### config.mk
export PLATFORM = sky130hd
export DESIGN_NAME = reg_debug_access_flat
export DESIGN_NICKNAME = d
export VERILOG_FILES = /design/src/rtl/reg_debug_access_if.sv /design/src/rtl/reg_debug_access.sv /design/src/flat_wrapper.sv
export SDC_FILE = /design/constraint.sdc
export NUM_CORES = 1
export LEC_CHECK = 0
export BUFFER_PORTS_ARGS = -buffer_cell sky130_fd_sc_hd__buf_2
export CAP_MARGIN = 15
export CORE_ASPECT_RATIO = 0.9
export CORE_UTILIZATION = 53
export DETAILED_ROUTE_END_ITERATION = 12
export HOLD_SLACK_MARGIN = 0.06
export PLACE_DENSITY = 0.81
export SLEW_MARGIN = 20
export SYNTH_ARGS = -nofsm -noshare
export SYNTH_HDL_FRONTEND = slang
export SYNTH_SLANG_ARGS = --single-unit
### constraint.sdc
create_clock -name CLK -period 3 [get_ports CLK]
set_input_delay 0.45 -clock CLK [delete_from_list [all_inputs] [get_ports CLK]]
set_output_delay 0.45 -clock CLK [all_outputs]
set_load 0.005 [all_outputs]
### src/rtl/reg_debug_access_if.sv
// Host-side command and response channels of the register debug access port.
// The master drives requests and accepts responses; the slave is the debug initiator.
interface reg_debug_access_if #(
    parameter int ADDR_W = 5,
    parameter int DATA_W = 32
);
    logic              req_valid;
    logic              req_ready;
    logic [1:0]        req_op;
    logic [ADDR_W-1:0] req_addr;
    logic [DATA_W-1:0] req_data;

    logic              rsp_valid;
    logic              rsp_ready;
    logic [ADDR_W-1:0] rsp_addr;
    logic [DATA_W-1:0] rsp_data;
    logic              rsp_last;
    logic              rsp_err;

    modport master (
        output req_valid, req_op, req_addr, req_data, rsp_ready,
        input  req_ready, rsp_valid, rsp_addr, rsp_data, rsp_last, rsp_err
    );

    modport slave (
        input  req_valid, req_op, req_addr, req_data, rsp_ready,
        output req_ready, rsp_valid, rsp_addr, rsp_data, rsp_last, rsp_err
    );
endinterface

### src/rtl/reg_debug_access.sv
// Debug initiator for the register file extra port: halts the core, performs a read,
// write or full dump through extra_*, and returns results on the response channel.
module reg_debug_access #(
    parameter int ADDR_W = 5,
    parameter int DATA_W = 32
) (
    input  logic               CLK,
    input  logic               RSTn,
    reg_debug_access_if.slave  bus,
    output logic               halt_req_o,
    input  logic               halted_i,
    output logic [ADDR_W-1:0]  extra_addr_o,
    output logic               extra_write_enable_o,
    output logic [DATA_W-1:0]  extra_write_data_o,
    input  logic [DATA_W-1:0]  extra_read_data_i
);

    typedef enum logic [2:0] {
        ST_IDLE    = 3'd0,
        ST_HALT    = 3'd1,
        ST_WR      = 3'd2,
        ST_RD_ADDR = 3'd3,
        ST_RD_CAP  = 3'd4,
        ST_RESP    = 3'd5
    } state_t;

    localparam logic [1:0]        OP_WRITE = 2'b01;
    localparam logic [1:0]        OP_DUMP  = 2'b10;
    localparam logic [1:0]        OP_ILL   = 2'b11;
    localparam logic [ADDR_W-1:0] IDX_LAST = {ADDR_W{1'b1}};

    state_t            state_q;
    logic [1:0]        op_q;
    logic [ADDR_W-1:0] addr_q;
    logic [DATA_W-1:0] data_q;
    logic [ADDR_W-1:0] idx_q;
    logic              halt_req_q;
    logic [ADDR_W-1:0] extra_addr_q;
    logic              extra_we_q;
    logic [DATA_W-1:0] extra_wdata_q;
    logic              rsp_valid_q;
    logic [ADDR_W-1:0] rsp_addr_q;
    logic [DATA_W-1:0] rsp_data_q;
    logic              rsp_last_q;
    logic              rsp_err_q;

    logic              req_hs_s;
    logic              rsp_hs_s;
    logic [ADDR_W-1:0] idx_next_s;

    assign bus.req_ready = (state_q == ST_IDLE);
    assign req_hs_s      = bus.req_valid && (state_q == ST_IDLE);
    assign rsp_hs_s      = rsp_valid_q && bus.rsp_ready;
    assign idx_next_s    = idx_q + ADDR_W'(1);

    // Transaction sequencer; every output it drives is registered here.
    always_ff @(posedge CLK or negedge RSTn) begin
        if (!RSTn) begin
            state_q       <= ST_IDLE;
            op_q          <= '0;
            addr_q        <= '0;
            data_q        <= '0;
            idx_q         <= '0;
            halt_req_q    <= 1'b0;
            extra_addr_q  <= '0;
            extra_we_q    <= 1'b0;
            extra_wdata_q <= '0;
            rsp_valid_q   <= 1'b0;
            rsp_addr_q    <= '0;
            rsp_data_q    <= '0;
            rsp_last_q    <= 1'b0;
            rsp_err_q     <= 1'b0;
        end else begin
            case (state_q)
                ST_IDLE: begin
                    if (req_hs_s) begin
                        op_q   <= bus.req_op;
                        addr_q <= bus.req_addr;
                        data_q <= bus.req_data;
                        idx_q  <= '0;
                        if (bus.req_op == OP_ILL) begin
                            state_q     <= ST_RESP;
                            rsp_valid_q <= 1'b1;
                            rsp_addr_q  <= bus.req_addr;
                            rsp_data_q  <= '0;
                            rsp_last_q  <= 1'b1;
                            rsp_err_q   <= 1'b1;
                        end else begin
                            halt_req_q <= 1'b1;
                            state_q    <= ST_HALT;
                        end
                    end
                end
                ST_HALT: begin
                    if (halted_i) begin
                        if (op_q == OP_WRITE) begin
                            state_q       <= ST_WR;
                            extra_addr_q  <= addr_q;
                            extra_wdata_q <= data_q;
                            extra_we_q    <= 1'b1;
                        end else begin
                            state_q      <= ST_RD_ADDR;
                            extra_addr_q <= (op_q == OP_DUMP) ? '0 : addr_q;
                        end
                    end
                end
                ST_WR: begin
                    // The strobe has already been issued, so a lost halt only flags the response.
                    extra_we_q  <= 1'b0;
                    state_q     <= ST_RESP;
                    rsp_valid_q <= 1'b1;
                    rsp_addr_q  <= extra_addr_q;
                    rsp_data_q  <= data_q;
                    rsp_last_q  <= 1'b1;
                    rsp_err_q   <= !halted_i;
                end
                ST_RD_ADDR: begin
                    if (!halted_i) begin
                        state_q     <= ST_RESP;
                        rsp_valid_q <= 1'b1;
                        rsp_addr_q  <= extra_addr_q;
                        rsp_data_q  <= '0;
                        rsp_last_q  <= 1'b1;
                        rsp_err_q   <= 1'b1;
                    end else begin
                        state_q <= ST_RD_CAP;
                    end
                end
                ST_RD_CAP: begin
                    state_q     <= ST_RESP;
                    rsp_valid_q <= 1'b1;
                    rsp_addr_q  <= extra_addr_q;
                    if (!halted_i) begin
                        rsp_data_q <= '0;
                        rsp_last_q <= 1'b1;
                        rsp_err_q  <= 1'b1;
                    end else begin
                        rsp_data_q <= extra_read_data_i;
                        rsp_last_q <= (op_q != OP_DUMP) || (idx_q == IDX_LAST);
                        rsp_err_q  <= 1'b0;
                    end
                end
                ST_RESP: begin
                    if (rsp_hs_s) begin
                        rsp_valid_q <= 1'b0;
                        if ((op_q == OP_DUMP) && (idx_q != IDX_LAST) && !rsp_err_q) begin
                            idx_q        <= idx_next_s;
                            extra_addr_q <= idx_next_s;
                            state_q      <= ST_RD_ADDR;
                        end else begin
                            state_q       <= ST_IDLE;
                            halt_req_q    <= 1'b0;
                            extra_addr_q  <= '0;
                            extra_wdata_q <= '0;
                            rsp_addr_q    <= '0;
                            rsp_data_q    <= '0;
                            rsp_last_q    <= 1'b0;
                            rsp_err_q     <= 1'b0;
                        end
                    end
                end
                default: begin
                    state_q       <= ST_IDLE;
                    halt_req_q    <= 1'b0;
                    extra_we_q    <= 1'b0;
                    extra_addr_q  <= '0;
                    extra_wdata_q <= '0;
                    rsp_valid_q   <= 1'b0;
                end
            endcase
        end
    end

    assign halt_req_o           = halt_req_q;
    assign extra_addr_o         = extra_addr_q;
    assign extra_write_enable_o = extra_we_q;
    assign extra_write_data_o   = extra_wdata_q;
    assign bus.rsp_valid        = rsp_valid_q;
    assign bus.rsp_addr         = rsp_addr_q;
    assign bus.rsp_data         = rsp_data_q;
    assign bus.rsp_last         = rsp_last_q;
    assign bus.rsp_err          = rsp_err_q;

endmodule

### src/flat_wrapper.sv
// flat-port wrapper written by rule: the top's interface ports become plain ports
module reg_debug_access_flat 
#(
    parameter int ADDR_W = 5,
    parameter int DATA_W = 32
)
  (CLK, RSTn, halt_req_o, halted_i, extra_addr_o, extra_write_enable_o, extra_write_data_o, extra_read_data_i, bus_req_valid, bus_req_op, bus_req_addr, bus_req_data, bus_rsp_ready, bus_req_ready, bus_rsp_valid, bus_rsp_addr, bus_rsp_data, bus_rsp_last, bus_rsp_err);
  reg_debug_access_if #(.ADDR_W(ADDR_W), .DATA_W(DATA_W)) bus_i ();
  input  logic CLK;
  input  logic RSTn;
  output logic halt_req_o;
  input  logic halted_i;
  output logic [ADDR_W-1:0] extra_addr_o;
  output logic extra_write_enable_o;
  output logic [DATA_W-1:0] extra_write_data_o;
  input  logic [DATA_W-1:0] extra_read_data_i;
  input wire logic [$bits(bus_i.req_valid)-1:0] bus_req_valid;
  input wire logic [$bits(bus_i.req_op)-1:0] bus_req_op;
  input wire logic [$bits(bus_i.req_addr)-1:0] bus_req_addr;
  input wire logic [$bits(bus_i.req_data)-1:0] bus_req_data;
  input wire logic [$bits(bus_i.rsp_ready)-1:0] bus_rsp_ready;
  output wire logic [$bits(bus_i.req_ready)-1:0] bus_req_ready;
  output wire logic [$bits(bus_i.rsp_valid)-1:0] bus_rsp_valid;
  output wire logic [$bits(bus_i.rsp_addr)-1:0] bus_rsp_addr;
  output wire logic [$bits(bus_i.rsp_data)-1:0] bus_rsp_data;
  output wire logic [$bits(bus_i.rsp_last)-1:0] bus_rsp_last;
  output wire logic [$bits(bus_i.rsp_err)-1:0] bus_rsp_err;
  assign bus_i.req_valid = bus_req_valid;
  assign bus_i.req_op = bus_req_op;
  assign bus_i.req_addr = bus_req_addr;
  assign bus_i.req_data = bus_req_data;
  assign bus_i.rsp_ready = bus_rsp_ready;
  assign bus_req_ready = bus_i.req_ready;
  assign bus_rsp_valid = bus_i.rsp_valid;
  assign bus_rsp_addr = bus_i.rsp_addr;
  assign bus_rsp_data = bus_i.rsp_data;
  assign bus_rsp_last = bus_i.rsp_last;
  assign bus_rsp_err = bus_i.rsp_err;
  reg_debug_access #(.ADDR_W(ADDR_W), .DATA_W(DATA_W)) u_core (.CLK(CLK), .RSTn(RSTn), .bus(bus_i), .halt_req_o(halt_req_o), .halted_i(halted_i), .extra_addr_o(extra_addr_o), .extra_write_enable_o(extra_write_enable_o), .extra_write_data_o(extra_write_data_o), .extra_read_data_i(extra_read_data_i));
endmodule
==> summary.txt, run 1 <==
Placement
  • I/O Buffers: 155
  • Dpl ws: between 0.3 and 0.4 ns
  • Post-DP HPWL: 9390 µm
  • Routability cong.: about 0.85

Setup path
  • Crit-path max FO: 23
  • Worst path required time: around 3.3 ns
  • Kind of critical path: reg2reg
  • CP peak stage delay: 0.44 ns
  • Launching point of the worst reg2reg path: u_core.idx_q[0]
  • Critical Path, Cell by Cell: ha_1 -> and3_1 -> ha_1 -> nor4b_1 -> o221ai_1 -> o211ai_4 -> mux2_1
  • Critical path capture point type: flop
  • R2r setup slk: 0.26 ns
  • Worst Reg2Reg Path Length in Cells: 7
  • R2r endpoint: u_core.bus.rsp_addr[3]
  • Most used cell, CP: ha_1
  • Crit start category: flop
  • Critical path's slowest cell: o211ai_4
  • Worst EP arrival: 3.02 ns

Min path
  • Hold crit path type: in2async

Yosys
  • Netlist Area Pre-Place: 0.00572 mm²
  • Syn_nets: 556
  • Post-Syn Instances: 478
  • Syn avg cell area: around 12 µm²
  • Synth cell types: 48
  • Synth Warn #: 0
  • Sequential-to-total area share from yosys stat: 55.2%
  • Register bit total from synthesis: between 100 and 150

Global routing
  • Largest net degree at the start of global routing: 77
  • Initial antenna violation count: 1
  • Vias in the first global route: 4525
  • GRT Util Overall: a little over a quarter
  • Total gr overflow: 0
  • First-pass GRT wire length: 22800 µm

Route
  • Routed wire length: 14000 µm
  • Post-route ant nets: 0
  • DRC errors left: 10
  • First-pass DRT Iterations: 9
  • DRT iter0 DRCs: ~310
  • Vias per cell: 5.65
  • WL/cell: 18.0 µm
  • Vias: 4385

Die
  • Io pins: 156
  • Die area: about 0.011 mm²
  • Core Area: approximately 0.010 mm²
  • Chip height: between 100 and 150 µm
  • Die Width: 111 µm
  • Starting Density: 55.1%
  • Site Rows: 35

Power and ir drop
  • Pwr dens: 1120 mW/mm²
  • Leakage: 3.84 nW
  • Total Power: 0.00808 W
  • VDD IR-drop max: between 500 and 600 µV

Clock tree
  • CTS tree: built
  • Setup Buffers After CTS: 0
  • Root Driver: clkbuf_16
  • H-tree depth: 4
  • Clock Tree Buf Depth: 2
  • Post-CTS Hold Buffers: 0
  • Worst-Skew Late Latency: 0.41 ns
  • Sink Count: 126
  • CTS Buf Count: 17
  • # resized after CTS: 0
  • Clock transition at path regs: 0.06 ns

STA
  • Minimum clock period after layout: 2.74 ns
  • Max Clock Freq: 0.365 GHz
  • Max-slew violations: 0
  • Fin worst setup slack: between 0.2 and 0.3 ns
  • Final period util: 91.3%
  • Post-route clock skew: between 0.006 and 0.007 ns
  • Total negative slack: 0 ns
  • Final hold vios: 0
  • Slew margin rel.: 34.3%
  • Worst hold slack: 0.188 ns
  • RSZ-0062 raised after global routing: false
  • Final setup fails: 0
  • Least-Margin Pin Slew: approximately 0.99 ns

Job
  • # Max-Cap Violations: 0

Cells and area
  • # nets final: 712
  • Fraction of layout cells with a size suffix above 1: 32.5%
  • Area growth syn-to-layout: 26.5%
  • Final core utilization: between 60% and 70%
  • Inserted Diodes: 0

Status
  • Failing checks: DRC
  • Outcome: finished, violations left
==> cell usage after synthesis (all sizes together) <==
library cell	count	share of area, %
dfrtp	126	55
a21boi	2	0.26
or4b	1	0.24
nand2	43	2.8
a31oi	2	0.22
nand3	5	0.44
a21o	34	4.5
a22o	35	5.4
mux2i	37	6.5
xor2	1	0.15
a211oi	3	0.61
clkbuf	16	1.1
nor2	6	0.72
xnor2	1	0.15
buf	14	1.9
o31a	1	0.15
a22oi	4	0.53
nand2b	1	0.11
o32ai	2	0.31
and3	3	0.33
a21oi	9	0.79
mux2	47	9.3
inv	38	2.5
nor4b	2	0.31
o221ai	1	0.15
nor3	5	0.53
nor2b	5	0.55
ha	2	0.44
nor3b	3	0.59
o21ai	15	1.3
and2	3	0.33
nand3b	2	0.26
a221oi	6	1.0
a221o	1	0.18
o211ai	2	0.35
==> layout by cell type, fill, tap and decap left out, types with 5 or more instances in the layout <==
cell       count
a221oi_1       5
o21ai_1        9
mux2i_1       37
a22o_1        35
buf_4         10
nand2_1       43
o21ai_0        6
nand3_1        5
clkinv_2       6
mux2_1        46
a21oi_1        9
buf_2        154
a21o_1        34
dfrtp_1      126
nor2b_1        5
inv_1         36
clkbuf_16     17
==> stage by stage <==
stage | std cells | instance area [µm²]
after floorplan | 478 | 5720
after global placement | 744 | 6630
after detailed placement | 744 | 6630
after CTS | 776 | 7230
after global routing | 776 | 7230
final | 776 | 7230
==> logic make-up (layout without fill, tap and decap cells) <==
| family | count (synthesis) | after routing | synth area share, % |
|---|---|---|---|
| adders and majority gates | 2 | 2 | 0.438 |
| and+or+nand+nor | 79 | 79 | 7.22 |
| AOI/OAI and AO/OA | 117 | 117 | 15.7 |
| DFF | 126 | 126 | 55.2 |
| buffers and inverters | 68 | 237 | 5.41 |
| xor gates and xnor gates | 2 | 2 | 0.307 |
| muxes | 84 | 84 | 15.7 |
==> final cells by class <==
cell class	count	area, µm²
Clock buffer	20	457
Clock inverter	12	143
Fill cell	765	3150
Inverter	38	143
Multi-Input combinational cell	284	2270
Sequential cell	126	3150
Tap cell	129	161
Timing Repair Buffer	167	906
==> layer usage <==
metal  share of wire [%]  wire [µm]  vias up  track usage (%)
met4                 1.3        189        2             10.5
met3                 8.2       1150       28             8.66
li1                    -          -     2005                -
met2                  47       6630      183             43.1
met1                  43       6020     2167             33.2
met5               0.071         10        -                0
==> sequential cells by signal, indices dropped and copies added, names as in the netlist <==
| signal | cells |
|---|---|
| u_core.bus.rsp_data | 32 |
| u_core.data_q | 32 |
| u_core.extra_write_data_o | 32 |
| u_core.addr_q | 5 |
| u_core.bus.rsp_addr | 5 |
| u_core.extra_addr_o | 5 |
| u_core.idx_q | 5 |
| u_core.state_q | 3 |
| u_core.op_q | 2 |
| u_core.bus.rsp_err | 1 |
| u_core.bus.rsp_last | 1 |
| u_core.bus.rsp_valid | 1 |
| u_core.extra_write_enable_o | 1 |
| u_core.halt_req_o | 1 |
==> report_power, final <==
part,switching [W],total (W),internal (W),leakage (nW)
clock network,0.000726,0.00207,0.00134,0.291
logic,0.00153,0.00292,0.00139,1.93
registers,0.000604,0.00310,0.00249,1.62
==> worst max-delay path: cells and delay by family (launching register included) <==
kind	cells	cell delay, ns
adders and majority gates	2	0.50
DFF	1	0.43
AOI/OAI and AO/OA	2	0.73
muxes	1	0.39
and+or+nand+nor	2	0.57
==> how the worst max path moves through the flow <==
stage,start,end,slack [ns]
global placement,u_core.idx_q[0],u_core.bus.rsp_addr[4],0.40
floorplan,u_core.idx_q[0],u_core.bus.rsp_addr[0],0.70
global route,u_core.idx_q[0],u_core.bus.rsp_addr[3],0.15
CTS,u_core.idx_q[0],u_core.bus.rsp_addr[3],0.27
finish,u_core.idx_q[0],u_core.bus.rsp_addr[3],0.26
detailed placement,u_core.idx_q[0],u_core.bus.rsp_addr[0],0.32
Power figures use the tool's default switching activity.
==> inputs of run 2 (changes only) <==
Clock period 3 ns to 2.8 ns, I/O delays scaled along.
==> summary.txt, run 2 (synthesized netlist as in run 1, its figures left out) <==
Status
  • Outcome: finished, violations left
  • Failing checks: DRC

Clock tree
  • Clock transition at path regs: 0.06 ns
  • Clock Tree Buf Depth: 2
  • Setup Buffers After CTS: 0
  • CTS tree: built
  • Root Driver: clkbuf_16
  • CTS Buf Count: 17
  • Worst-Skew Late Latency: around 0.41 ns
  • Sink Count: 126
  • H-tree depth: 4

Cells and area
  • Inserted Diodes: 0
  • Final core utilization: 70.9%
  • Multi-input logic area: 0.00228 mm²
  • Storage cell area: 0.00315 mm²
  • # nets final: 722
  • Most common cell after layout, fill and taps aside: buf_2
  • Area growth syn-to-layout: 28.8%
  • Most frequent cells in the layout: buf_2, dfrtp_1, mux2_1
  • Fraction of layout cells with a size suffix above 1: approximately a third
  • FILL cells: 727

Die
  • Site Rows: 35
  • Io pins: approximately 160
  • Die area: 0.0112 mm²
  • Chip height: ~100 µm
  • Die Width: 111 µm
  • Starting Density: 55.1%
  • Core Area: between 0.01 and 0.015 mm²

Setup path
  • Worst EP arrival: 2.91 ns
  • Kind of critical path: reg2reg
  • Crit path to: u_core.bus.rsp_data[17]
  • Launching point of the worst reg2reg path: u_core.idx_q[0]
  • R2r setup slk: between 0.2 and 0.25 ns
  • Crit start category: flop
  • Critical Path, Cell by Cell: ha_1 -> and3_1 -> ha_1 -> nor4b_2 -> o221ai_1 -> o211ai_4 -> buf_4 -> a21o_1
  • Critical path capture point type: flop
  • CP peak stage delay: 0.41 ns
  • Critical path buffer and inverter count: 1
  • Top Family by Delay on Critical Path: compound AO/OA/AOI/OAI gates
  • Most used cell, CP: ha_1
  • Instance count on the critical path: 8
  • Worst Reg2Reg Path Length in Cells: 8
  • Worst path required time: 3.14 ns
  • Critical path's slowest cell: dfrtp_1
  • R2r endpoint: u_core.bus.rsp_data[17]
  • CP startpoint: u_core.idx_q[0]
  • Crit-path max FO: 16

STA
  • Total negative slack: 0 ns
  • Slew margin rel.: between 50% and 60%
  • Post-route clock skew: 0.00876 ns
  • Minimum clock period after layout: 2.57 ns
  • RSZ-0062 raised after global routing: false
  • Least-Margin Pin Slew: 0.676 ns
  • Max-slew violations: 0
  • Final period util: ~92%
  • Max Clock Freq: 0.389 GHz
  • Final hold vios: 0
  • Final setup fails: 0

Global routing
  • First-pass GRT wire length: 23000 µm
  • Initial antenna violation count: 1
  • Total gr overflow: 0
  • Largest net degree at the start of global routing: 46
  • GRT Util Overall: ~27%
  • Vias in the first global route: ~4500

Placement
  • I/O Buffers: 155
  • Post-DP HPWL: 9670 µm
  • Routability cong.: 0.859

Power and ir drop
  • Pwr dens: 1210 mW/mm²
  • VDD IR-drop max: 620 µV
  • Leakage: 3.91 nW

Route
  • Vias per cell: 5.63
  • Post-route ant nets: 0
  • First-pass DRT Iterations: 8
  • DRT iter0 DRCs: 240
  • WL/cell: 17.9 µm
  • DRC errors left: 10
  • Routed wire length: 14000 µm
  • Vias: 4428

Job
  • # Max-Cap Violations: 0

Min path
  • Hold crit path type: in2reg
-- run 2: changes by cell type in the layout (fill, tap and decap cells not counted) --
cell           before  now
clkbuf_8            2    5
buf_6               0    1
clkinv_4            0    2
buf_4              10   19
dlygate4sd3_1       0    1
clkinv_2            6    2
buf_12              3    2
clkinvlp_4          3    1
bufinv_16           3    4
nor4b_2             0    1
nor4b_1             2    1
-- run 2: per-layer routing --
metal  global-route usage, %  part of all wire [%]  vias up
li1                        -                     -     2026
met1                    34.2                    44     2225
met2                    44.4                    48      156
met3                    7.22                   6.6       19
met4                    9.36                   1.6        2
met5                   0.444                 0.071        -
-- run 2: timing repair --
action,4_1_cts,5_1_grt
endpoints found under the hold margin,36,0
setup endpoints to repair,0,32
resized for setup,0,1
hold buffers,1,0
-- run 2: worst min-delay path by stage --
stage	from	end	cells past startpoint	slack (ns)
4_1_cts	bus_req_data[14]	u_core.data_q[14]	2	0.22
2_1_floorplan	RSTn	u_core.addr_q[0]	0	0.12
6_report	bus_req_data[17]	u_core.data_q[17]	2	0.23
5_1_grt	bus_req_data[21]	u_core.data_q[21]	2	0.22
3_5_place_dp	RSTn	u_core.bus.rsp_addr[4]	1	0.42
3_3_place_gp	RSTn	u_core.bus.rsp_addr[4]	1	0.42
-- run 2: power breakdown --
part / total, W / switching (W) / internal (W)
logic: 0.00322 / 0.00169 / 0.00154
registers: 0.00328 / 0.000606 / 0.00267
clock network: 0.00238 / 0.000776 / 0.00161
total: 0.00888 / 0.00307 / 0.00582
-- run 2: through the flow --
stage	cell area (µm²)	total power [W]	instances	setup slack [ns]	hold slack, ns
2_1_floorplan	5720	0.00520	478	0.501	0.124
3_3_place_gp	6680	0.00629	752	0.195	0.425
3_5_place_dp	6680	0.00648	752	0.0442	0.424
4_1_cts	7340	0.00892	785	0.0158	0.216
5_1_grt	7360	0.00943	786	0.0412	0.220
6_report	7360	0.00888	786	0.228	0.228
-- run 2: final cells by class --
type | count | area share (%)
clock inverters | 9 | 2.11
repair buffers | 177 | 13.2
inverters | 38 | 1.94
well taps | 129 | 2.19
clock buffers | 23 | 6.77
multi-input cells | 284 | 30.9
flip-flops and latches | 126 | 42.8
